===== src/rtl/dvsd_seqmul.sv =====
// Iterative shift-add multiplier: one partial-product add per clock, valid/ready on both sides.
// Define DVSD_SEQMUL_SIGNED_EN to add the signed_mode port for two's-complement operands.
module dvsd_seqmul #(
    parameter int WIDTH = 8
) (
    input  logic               clk,
    input  logic               rst_n,
    input  logic               in_valid,
    output logic               in_ready,
    input  logic [WIDTH-1:0]   a,
    input  logic [WIDTH-1:0]   b,
    output logic               out_valid,
    input  logic               out_ready,
    output logic [2*WIDTH-1:0] m,
    output logic               busy
`ifdef DVSD_SEQMUL_SIGNED_EN
    ,
    input  logic               signed_mode
`endif
);

    localparam int PW = 2 * WIDTH;
    localparam int CW = $clog2(WIDTH);

    typedef enum logic [1:0] {IDLE, RUN, DONE} state_t;

    state_t           state, state_nxt;
    logic [PW-1:0]    mcand, acc, acc_sum, prod;
    logic [WIDTH-1:0] mplr, a_mag, b_mag;
    logic [CW-1:0]    cnt;
    logic             neg, neg_in, last;

`ifdef DVSD_SEQMUL_SIGNED_EN
    // Operands are loaded as magnitudes; the sign is reapplied when m is loaded.
    // -2^(WIDTH-1) negates to 2^(WIDTH-1), which is exact as an unsigned magnitude.
    logic sa, sb;
    assign sa     = signed_mode & a[WIDTH-1];
    assign sb     = signed_mode & b[WIDTH-1];
    assign a_mag  = sa ? (~a + WIDTH'(1)) : a;
    assign b_mag  = sb ? (~b + WIDTH'(1)) : b;
    assign neg_in = sa ^ sb;
`else
    assign a_mag  = a;
    assign b_mag  = b;
    assign neg_in = 1'b0;
`endif

    assign acc_sum = acc + (mplr[0] ? mcand : '0);
    assign prod    = neg ? (~acc_sum + PW'(1)) : acc_sum;
    assign last    = (cnt == CW'(WIDTH - 1));

    always_ff @(posedge clk or negedge rst_n) begin
        if (!rst_n) state <= IDLE;
        else        state <= state_nxt;
    end

    always_comb begin
        state_nxt = state;
        in_ready  = 1'b0;
        out_valid = 1'b0;
        busy      = 1'b1;
        case (state)
            IDLE: begin
                in_ready = rst_n;
                busy     = 1'b0;
                if (in_valid) state_nxt = RUN;
            end
            RUN:  if (last) state_nxt = DONE;
            DONE: begin
                out_valid = 1'b1;
                if (out_ready) state_nxt = IDLE;
            end
            default: state_nxt = IDLE;
        endcase
    end

    always_ff @(posedge clk or negedge rst_n) begin
        if (!rst_n) begin
            mcand <= '0;
            mplr  <= '0;
            acc   <= '0;
            cnt   <= '0;
            neg   <= 1'b0;
            m     <= '0;
        end else if (state == IDLE && in_valid) begin
            mcand <= {{WIDTH{1'b0}}, a_mag};
            mplr  <= b_mag;
            acc   <= '0;
            cnt   <= '0;
            neg   <= neg_in;
        end else if (state == RUN) begin
            acc   <= acc_sum;
            mcand <= mcand << 1;
            mplr  <= mplr >> 1;
            cnt   <= cnt + CW'(1);
            if (last) m <= prod;
        end
    end

endmodule


===== config.mk =====
export PLATFORM = sky130hd
export DESIGN_NAME = dvsd_seqmul
export DESIGN_NICKNAME = d
export VERILOG_FILES = /design/src/rtl/dvsd_seqmul.sv
export SDC_FILE = /design/constraint.sdc
export NUM_CORES = 1
export LEC_CHECK = 0
export BUFFER_PORTS_ARGS = -buffer_cell sky130_fd_sc_hd__buf_2
export CAP_MARGIN = 20
export CORE_AREA = 2 2 129 68
export CTS_BUF_LIST = sky130_fd_sc_hd__clkbuf_2 sky130_fd_sc_hd__clkbuf_4 sky130_fd_sc_hd__clkbuf_8
export DETAILED_ROUTE_END_ITERATION = 16
export DIE_AREA = 0 0 131 70
export PLACE_DENSITY = 0.61
export SLEW_MARGIN = 10
export SYNTH_ARGS = -nofsm -noshare
export SYNTH_HDL_FRONTEND = slang
export SYNTH_SLANG_ARGS = --single-unit

===== constraint.sdc =====
create_clock -name clk -period 4.64 [get_ports clk]
set_clock_uncertainty 0.15 [all_clocks]
set_input_delay 0.232 -clock clk [delete_from_list [all_inputs] [get_ports clk]]
set_output_delay 0.232 -clock clk [all_outputs]
set_load 0.1 [all_outputs]

==> implementation parameters, run 1 <==
Parameter                              Value

CTS
  CTS tree ... done
  Buffer levels on the longest clock path ... 2
  Number of gates resized after CTS ... 0
  CTS sink cnt ... 61
  Max H-tree Level ... 3
  Library cell used as clock root buffer ... clkbuf_8
  TritonCTS buffer count ... 9
  Clock insertion delay at the later pin of the skew report ... 0.35 ns
  Reg clk slew, reported paths ... 0.07 ns

STA
  Measured slew at the worst slew-check pin ... 0.952 ns
  Fmax ... approximately 0.34 GHz
  Setup_tns ... 0 ns
  Final hold slack ... ~0.021 ns
  Crit path time final ... 2.96 ns
  Number of hold violations in the final report ... 0
  Final Worst Setup Slack ... around 1.7 ns
  Final worst-path cycle share ... 0.637
  Max-Slew Margin vs Limit ... 0.363
  Max Transition Viols Final ... 0
  Setup repair after global routing missed its margin ... no
  Setup-failing EPs final ... 0

Final layout
  Final cell count without fillers ... 494
  Most frequent standard cell in the layout excluding fill and tap cells ... dfrtp_1
  Commonest non-fill, non-tap cells in the layout ... dfrtp_1 (61), nand2_1 (47), buf_2 (38)
  Share of post-route cells with drive strength above 1 ... 0.212
  Area of all placed cells without fillers ... around 0.0039 mm²
  Number of antenna cells inserted ... 0
  Filler instances ... roughly 800
  Post-synthesis to final-layout area growth ... 16.7%
  Final net count ... 411

Setup path
  Maximum net fanout on the critical path ... 17
  Kind of critical path ... flop to flop
  Crit path max-delay family ... compound AO/OA/AOI/OAI gates
  Cells along the critical path ... and2_1 -> ha_1 -> fa_1 -> a211oi_1 -> o211ai_1 -> a31oi_1 -> xor2_1 -> o21ai_0
  Worst Path Buf+Inv ... 0
  Required time of the worst setup path ... 4.69 ns
  Number of logic stages on the critical path including buffering ... 8
  Max stage delay on crit path ... between 0.5 and 0.6 ns
  Number of cells on the worst reg-to-reg path ... 8
  Arrival time at the worst endpoint ... 3.01 ns
  Launching element type of the critical path ... flop
  Capturing element type of the critical path ... flop
  Worst setup slack for register-to-register paths ... 1.68 ns
  Cell at the slowest stage of the critical path ... dfrtp_1

Power
  Worst IR Drop VDD ... 543 µV
  Power per Cell Area ... roughly 700 mW/mm²
  Fraction of power consumed by sequential logic ... 0.331
  Fraction of power consumed by the clock network ... 0.171
  Net Sw Frac ... 0.492
  Internal portion of total power ... 0.00137 W
  Part of the total power dissipated in combinational logic ... 0.498
  Net Switching ... 0.00132 W
  LEAKAGE ... about 1.8 nW

Worst hold path
  Worst min-delay path category ... input pin to flop
  Number of cells on the worst hold path ... 3

Logic synthesis
  Ys Warns ... 0
  Mean area per synthesized cell ... 9.98 µm²
  Share of the synthesized area in the top cell type ... 0.461
  Count of state elements after synthesis ... 61
  Post-synthesis instance area ... 0.00331 mm²
  Yosys top cell by area ... dfrtp_1
  Number of instances in the synthesized netlist ... between 300 and 400
  Commonest register cell after synthesis ... dfrtp_1
  Top cells by area, synth ... dfrtp_1 (46%), ha_1 (6.4%), nand2_1 (5.3%)
  Distinct cells, synth ... 46
  Synthesized Nets ... 370
  Synth async-reset ratio ... 1.00
  Sequential element share of the synthesized area ... 0.461
  Post-synth EDFFs ... 0

Drt
  First-pass iteration count of the detailed router ... 5
  Post-DR wirelength/cell ... about 17 µm
  Residual DRC ... 0
  Total wire length after detailed routing ... 8410 µm
  Via-per-instance ratio ... 5.42
  Detailed-route via count ... 2,677
  Post-DRT Antenna Nets ... 0
  Starting DRT DRC Count ... 173

Floorplan
  Core footprint ... 0.00826 mm²
  Chip width ... between 100 and 150 µm
  Die Ht ... around 70 µm
  IO Count ... 39
  Starting utilization of the core area ... 0.401
  Full die area ... 0.00917 mm²
  Std-Cell Rows ... 24

GRT
  First-pass GRT wire length ... roughly 14,000 µm
  Total routing resource utilization after global routing ... 0.198
  Number of global-route vias before repair ... between 2,000 and 3,000
  Initial antenna violation count ... 0
  Leftover overflow at the end of global routing ... 0
  Maximum number of pins on one net before global-route repair ... 63

Run status
  Status ... finished clean

Placement
  Total of buffers placed on input and output ports ... 38
  Half-perimeter wire length of the detailed placement result ... 5970 µm
  Placement-stage cell area ... 0.00363 mm²
  Placed instance count ... approximately 480
  Final Wtd Congestion ... between 0.9 and 1
  DP Worst Slack ... roughly 1.7 ns

Run
  Max capacitance violation total ... 0
==> Yosys cell counts (6+ instances only) <==
| cell | number |
|---|---|
| dfrtp_1 | 61 |
| nand2_1 | 47 |
| o21ai_0 | 31 |
| a21oi_1 | 19 |
| a22o_1 | 19 |
| ha_1 | 17 |
| and2_1 | 16 |
| a22oi_1 | 14 |
| clkbuf_1 | 13 |
| nor2_1 | 12 |
| mux2_2 | 8 |
| xnor2_1 | 8 |
| o21ai_1 | 6 |
==> layer usage <==
| metal | track usage | vias to the layer above | wire (µm) |
|---|---|---|---|
| li1 | - | 1286 | - |
| met1 | 0.338 | 1312 | 4850 |
| met3 | 0.0582 | 6 | 458 |
| met5 | 0 | - | 0 |
| met4 | 0.0390 | 0 | 58 |
| met2 | 0.235 | 73 | 3040 |
==> final cells by class <==
type | count | area [µm²] | share of cell area
clock buffers | 10 | 131 | 0.0340
clock inverters | 5 | 52.6 | 0.0136
inverters | 5 | 18.8 | 0.00485
multi-input cells | 249 | 1710 | 0.441
flip-flops and latches | 61 | 1530 | 0.395
well taps | 117 | 146 | 0.0379
repair buffers | 47 | 285 | 0.0738
==> tightest hold or removal path, cell delays in order <==
cell and delay [ns]:
buf_2 0.07, a22oi_1 0.05, o21ai_0 0.13
==> power by group through the flow <==
stage / registers [W] / clock network, W / logic [W]
2_1_floorplan: 0.00125 / 0 / 0.000660
3_3_place_gp: 0.000890 / 0 / 0.00131
3_5_place_dp: 0.000893 / 0 / 0.00133
4_1_cts: 0.000887 / 0.000478 / 0.00133
5_1_grt: 0.000918 / 0.000502 / 0.00144
6_report: 0.000887 / 0.000459 / 0.00134
==> registers in the layout (all words and copies together) (netlist names) <==
signal	count
state	2
acc	16
mcand	16
mplr	8
cnt	3
m	16
==> worst paths after layout <==
check / to / startpoint
worst max-delay path: acc[12] / mplr[0]
worst min-delay path: mcand[3] / a[3]
worst max register to register: acc[12] / mplr[0]
worst min register to register: m[8] / m[8]
max in group asynchronous: mcand[13] / rst_n
min in group asynchronous: m[8] / rst_n
==> cells by family after synthesis <==
logic type	synth area share
compound gates	0.236
simple gates	0.139
flops	0.461
buf+inv	0.0257
fa+ha+maj	0.0702
xor+xnor	0.0317
mux	0.0366
==> stage by stage <==
step,utilization,power (W)
floorplan,-,0.00191
global placement,0.439,0.00220
detailed placement,0.439,0.00222
CTS,0.465,0.00270
global route,0.468,0.00286
finish,0.468,0.00269
==> what timing repair did <==
item,in CTS,in global routing
hold buffers,3,0
buffers inserted,0,0
hold endpoints to repair,63,0
(Power assumes the default switching activity.)
==> run 2, diff against run 1 <==
- ABC_AREA: default -> 1
- CORE_AREA: 2 2 129 68 -> 2 2 131 69
- DIE_AREA: 0 0 131 70 -> 0 0 133 71
- clock period: 4.64 -> 2.8 ns (I/O delays scaled with it)
==> run 2 against run 1 <==
Against the previous run:
- sequential share of layout area down 2.4 points
- global-route usage grew 0.44 points
- count of clock-buffer cells in the layout is 1 higher
- first-iteration DRC count grew 91%
- cell count is 28% higher
- register-to-register slack lost 1.3 ns
- area after synthesis grew 3.7%
- critical endpoint is now m[6]
==> implementation parameters, run 2 <==
Parameter                              Value

Run status
  Status ... finished clean

Setup path
  Required time of the worst setup path ... 2.90 ns
  Cell mode on critical path ... nand2_1
  Max stage delay on crit path ... 0.57 ns
  Capturing element type of the critical path ... flop
  Launching element type of the critical path ... flop
  Maximum net fanout on the critical path ... 17
  Cells along the critical path ... nand2_1 -> inv_1 -> ha_1 -> fa_1 -> nand2_1 -> nand2_1 -> nand3b_1 -> nand2_1 -> or2_1 -> nand3_1 -> nand2_1
  Worst Path Buf+Inv ... 1
  Arrival time at the worst endpoint ... 2.52 ns
  Crit path max-delay family ... simple AND/OR/NAND/NOR gates
  Kind of critical path ... flop to flop
  Cell at the slowest stage of the critical path ... dfrtp_1

CTS
  CTS sink cnt ... 61
  TritonCTS buffer count ... 9
  Clock insertion delay at the later pin of the skew report ... 0.35 ns
  Post-CTS setup repair buffer count ... 0
  Buffer levels on the longest clock path ... 2
  Number of gates resized after CTS ... 0
  Count of hold buffers inserted by post-cts repair ... 20
  Max H-tree Level ... 3
  CTS tree ... done
  Reg clk slew, reported paths ... about 0.070 ns
  Library cell used as clock root buffer ... clkbuf_8

Final layout
  Commonest non-fill, non-tap cells in the layout ... nand2_1 (178), inv_1 (71), dfrtp_1 (61)
  Final net count ... 551
  Share of post-route cells with drive strength above 1 ... 0.126
  Number of antenna cells inserted ... 0
  Filler instances ... 852
  Top Registers ... acc: 16 flops, m: 16 flops, mcand: 16 flops
  Most frequent standard cell in the layout excluding fill and tap cells ... nand2_1
  Final cell utilization of the core ... 0.491
  Post-synthesis to final-layout area growth ... 19.7%

Drt
  Metal1 wirelength ... 5150 µm
  Residual DRC ... 0
  Highest metal layer with signal wires ... met4
  Met3 wire len ... 425 µm
  Met2 Routed Length ... 3030 µm
  Post-DRT Antenna Nets ... 0
  First-pass iteration count of the detailed router ... 4
  Post-DR wirelength/cell ... 13.8 µm
  Via-per-instance ratio ... 4.68
  Total wire length after detailed routing ... 8730 µm
  Detailed-route via count ... 2,967
  Starting DRT DRC Count ... between 300 and 400

Power
  LEAKAGE ... about 2.4 nW
  Worst IR Drop VDD ... 637 µV
  Power per Cell Area ... 1250 mW/mm²

Logic synthesis
  Leading post-synthesis cells by instance count ... nand2_1 (178), inv_1 (71), dfrtp_1 (61)
  Post-synthesis instance area ... 0.00344 mm²
  Synth async-reset ratio ... 1.00
  Distinct cells, synth ... 33
  Synthesized Nets ... 491
  Ys Warns ... 0
  Top cells by area, synth ... dfrtp_1 (44%), nand2_1 (19%), inv_1 (7.8%)
  Sequential element share of the synthesized area ... 0.444
  Count of state elements after synthesis ... 61
  Cell with the most instances after synthesis ... nand2_1
  Share of the synthesized area in the top cell type ... 0.444
  Number of instances in the synthesized netlist ... between 400 and 500
  Mean area per synthesized cell ... 7.59 µm²
  Commonest register cell after synthesis ... dfrtp_1
  Post-synth EDFFs ... 0
  Yosys top cell by area ... dfrtp_1

GRT
  Total routing resource utilization after global routing ... 0.203
  Leftover overflow at the end of global routing ... 0
  Initial antenna violation count ... 0
  Number of global-route vias before repair ... 2,796
  Maximum number of pins on one net before global-route repair ... 62
  First-pass GRT wire length ... 14,400 µm

Floorplan
  IO Count ... 39
  Core footprint ... 0.00838 mm²
  Full die area ... 0.00944 mm²
  Die Ht ... approximately 71 µm
  Std-Cell Rows ... 24
  Chip width ... around 130 µm
  Starting utilization of the core area ... 0.410

STA
  Setup-failing EPs final ... 0
  Final worst-path cycle share ... 0.865
  Max Transition Viols Final ... 0
  Setup_tns ... 0 ns
  Crit path time final ... 2.42 ns
  Number of hold violations in the final report ... 0
  Setup repair after global routing missed its margin ... no
  Final hold slack ... 0.323 ns
  Max-Slew Margin vs Limit ... 0.483
  Measured slew at the worst slew-check pin ... 0.775 ns
  Fmax ... between 0.4 and 0.5 GHz

Placement
  Final Wtd Congestion ... 0.942
  Half-perimeter wire length of the detailed placement result ... 6250 µm
  Total of buffers placed on input and output ports ... 38

Run
  Max capacitance violation total ... 0

Worst hold path
  Worst min-delay path category ... flop to flop
## run 2: cell types whose count changed after synthesis, moves of 13 or more
cell     delta
a22o_1     -16
and2_1     -16
o21ai_0    -24
a22oi_1    -13
nand2_1   +131
nand3_1    +27
inv_1      +67
## run 2: logic make-up (layout without fill, tap and decap cells)
family                   Yosys count  after routing  share of synthesized area
flip-flops                        61             61                      0.444
XOR/XNOR                           5              5                     0.0127
AO/OA/AOI/OAI                     41             41                     0.0775
adder cells (fa/ha/maj)           18             18                     0.0677
buffers and inverters             88            152                      0.109
AND/OR/NAND/NOR                  240            240                      0.289
## run 2: area by class of cell
cell class | instances | area [µm²] | share of cell area
multi-input combinational | 304 | 1540 | 0.374
sequential | 61 | 1530 | 0.371
timing repair buffer | 62 | 420 | 0.102
inverter | 75 | 284 | 0.0690
clock buffer | 11 | 151 | 0.0368
tap | 117 | 146 | 0.0356
clock inverter | 4 | 47.5 | 0.0116
## run 2: stage by stage
stage	power, W	setup WS, ns	area, µm²	std cells
2_1_floorplan	0.00376	0.0804	3440	453
3_3_place_gp	0.00429	0.466	3710	599
3_5_place_dp	0.00433	0.405	3710	599
4_1_cts	0.00517	0.378	4110	634
5_1_grt	0.00557	0.193	4110	634
6_report	0.00516	0.377	4110	634
## run 2: final timing paths
check,startpoint,to,slack [ns],cells past startpoint
max,mplr[0],m[6],0.38,11
min,m[7],m[7],0.32,2
max reg2reg,mplr[0],m[6],0.38,11
min reg2reg,m[7],m[7],0.32,2
max in group asynchronous,rst_n,acc[5],1.60,3
min in group asynchronous,rst_n,m[2],0.40,3
## run 2: worst register-to-register path, stage by stage (launching register included)
cell and delay (ns):
dfrtp_1 0.57, nand2_1 0.16, inv_1 0.06, ha_1 0.20, fa_1 0.42, nand2_1 0.09
nand2_1 0.06, nand3b_1 0.08, nand2_1 0.14, or2_1 0.26, nand3_1 0.07, nand2_1 0.06
## run 2: metal layers
layer | vias to the layer above | track usage
li1 | 1538 | -
met4 | 0 | 0.0729
met5 | - | 0
met3 | 12 | 0.0509
met1 | 1339 | 0.328
met2 | 78 | 0.250
## run 2: report_power, final
group          switching (W)  internal [W]  total (W)
clock               0.000344      0.000451   0.000795
sequential          0.000260       0.00127    0.00153
combinational        0.00207      0.000765    0.00283
total                0.00267       0.00248    0.00516
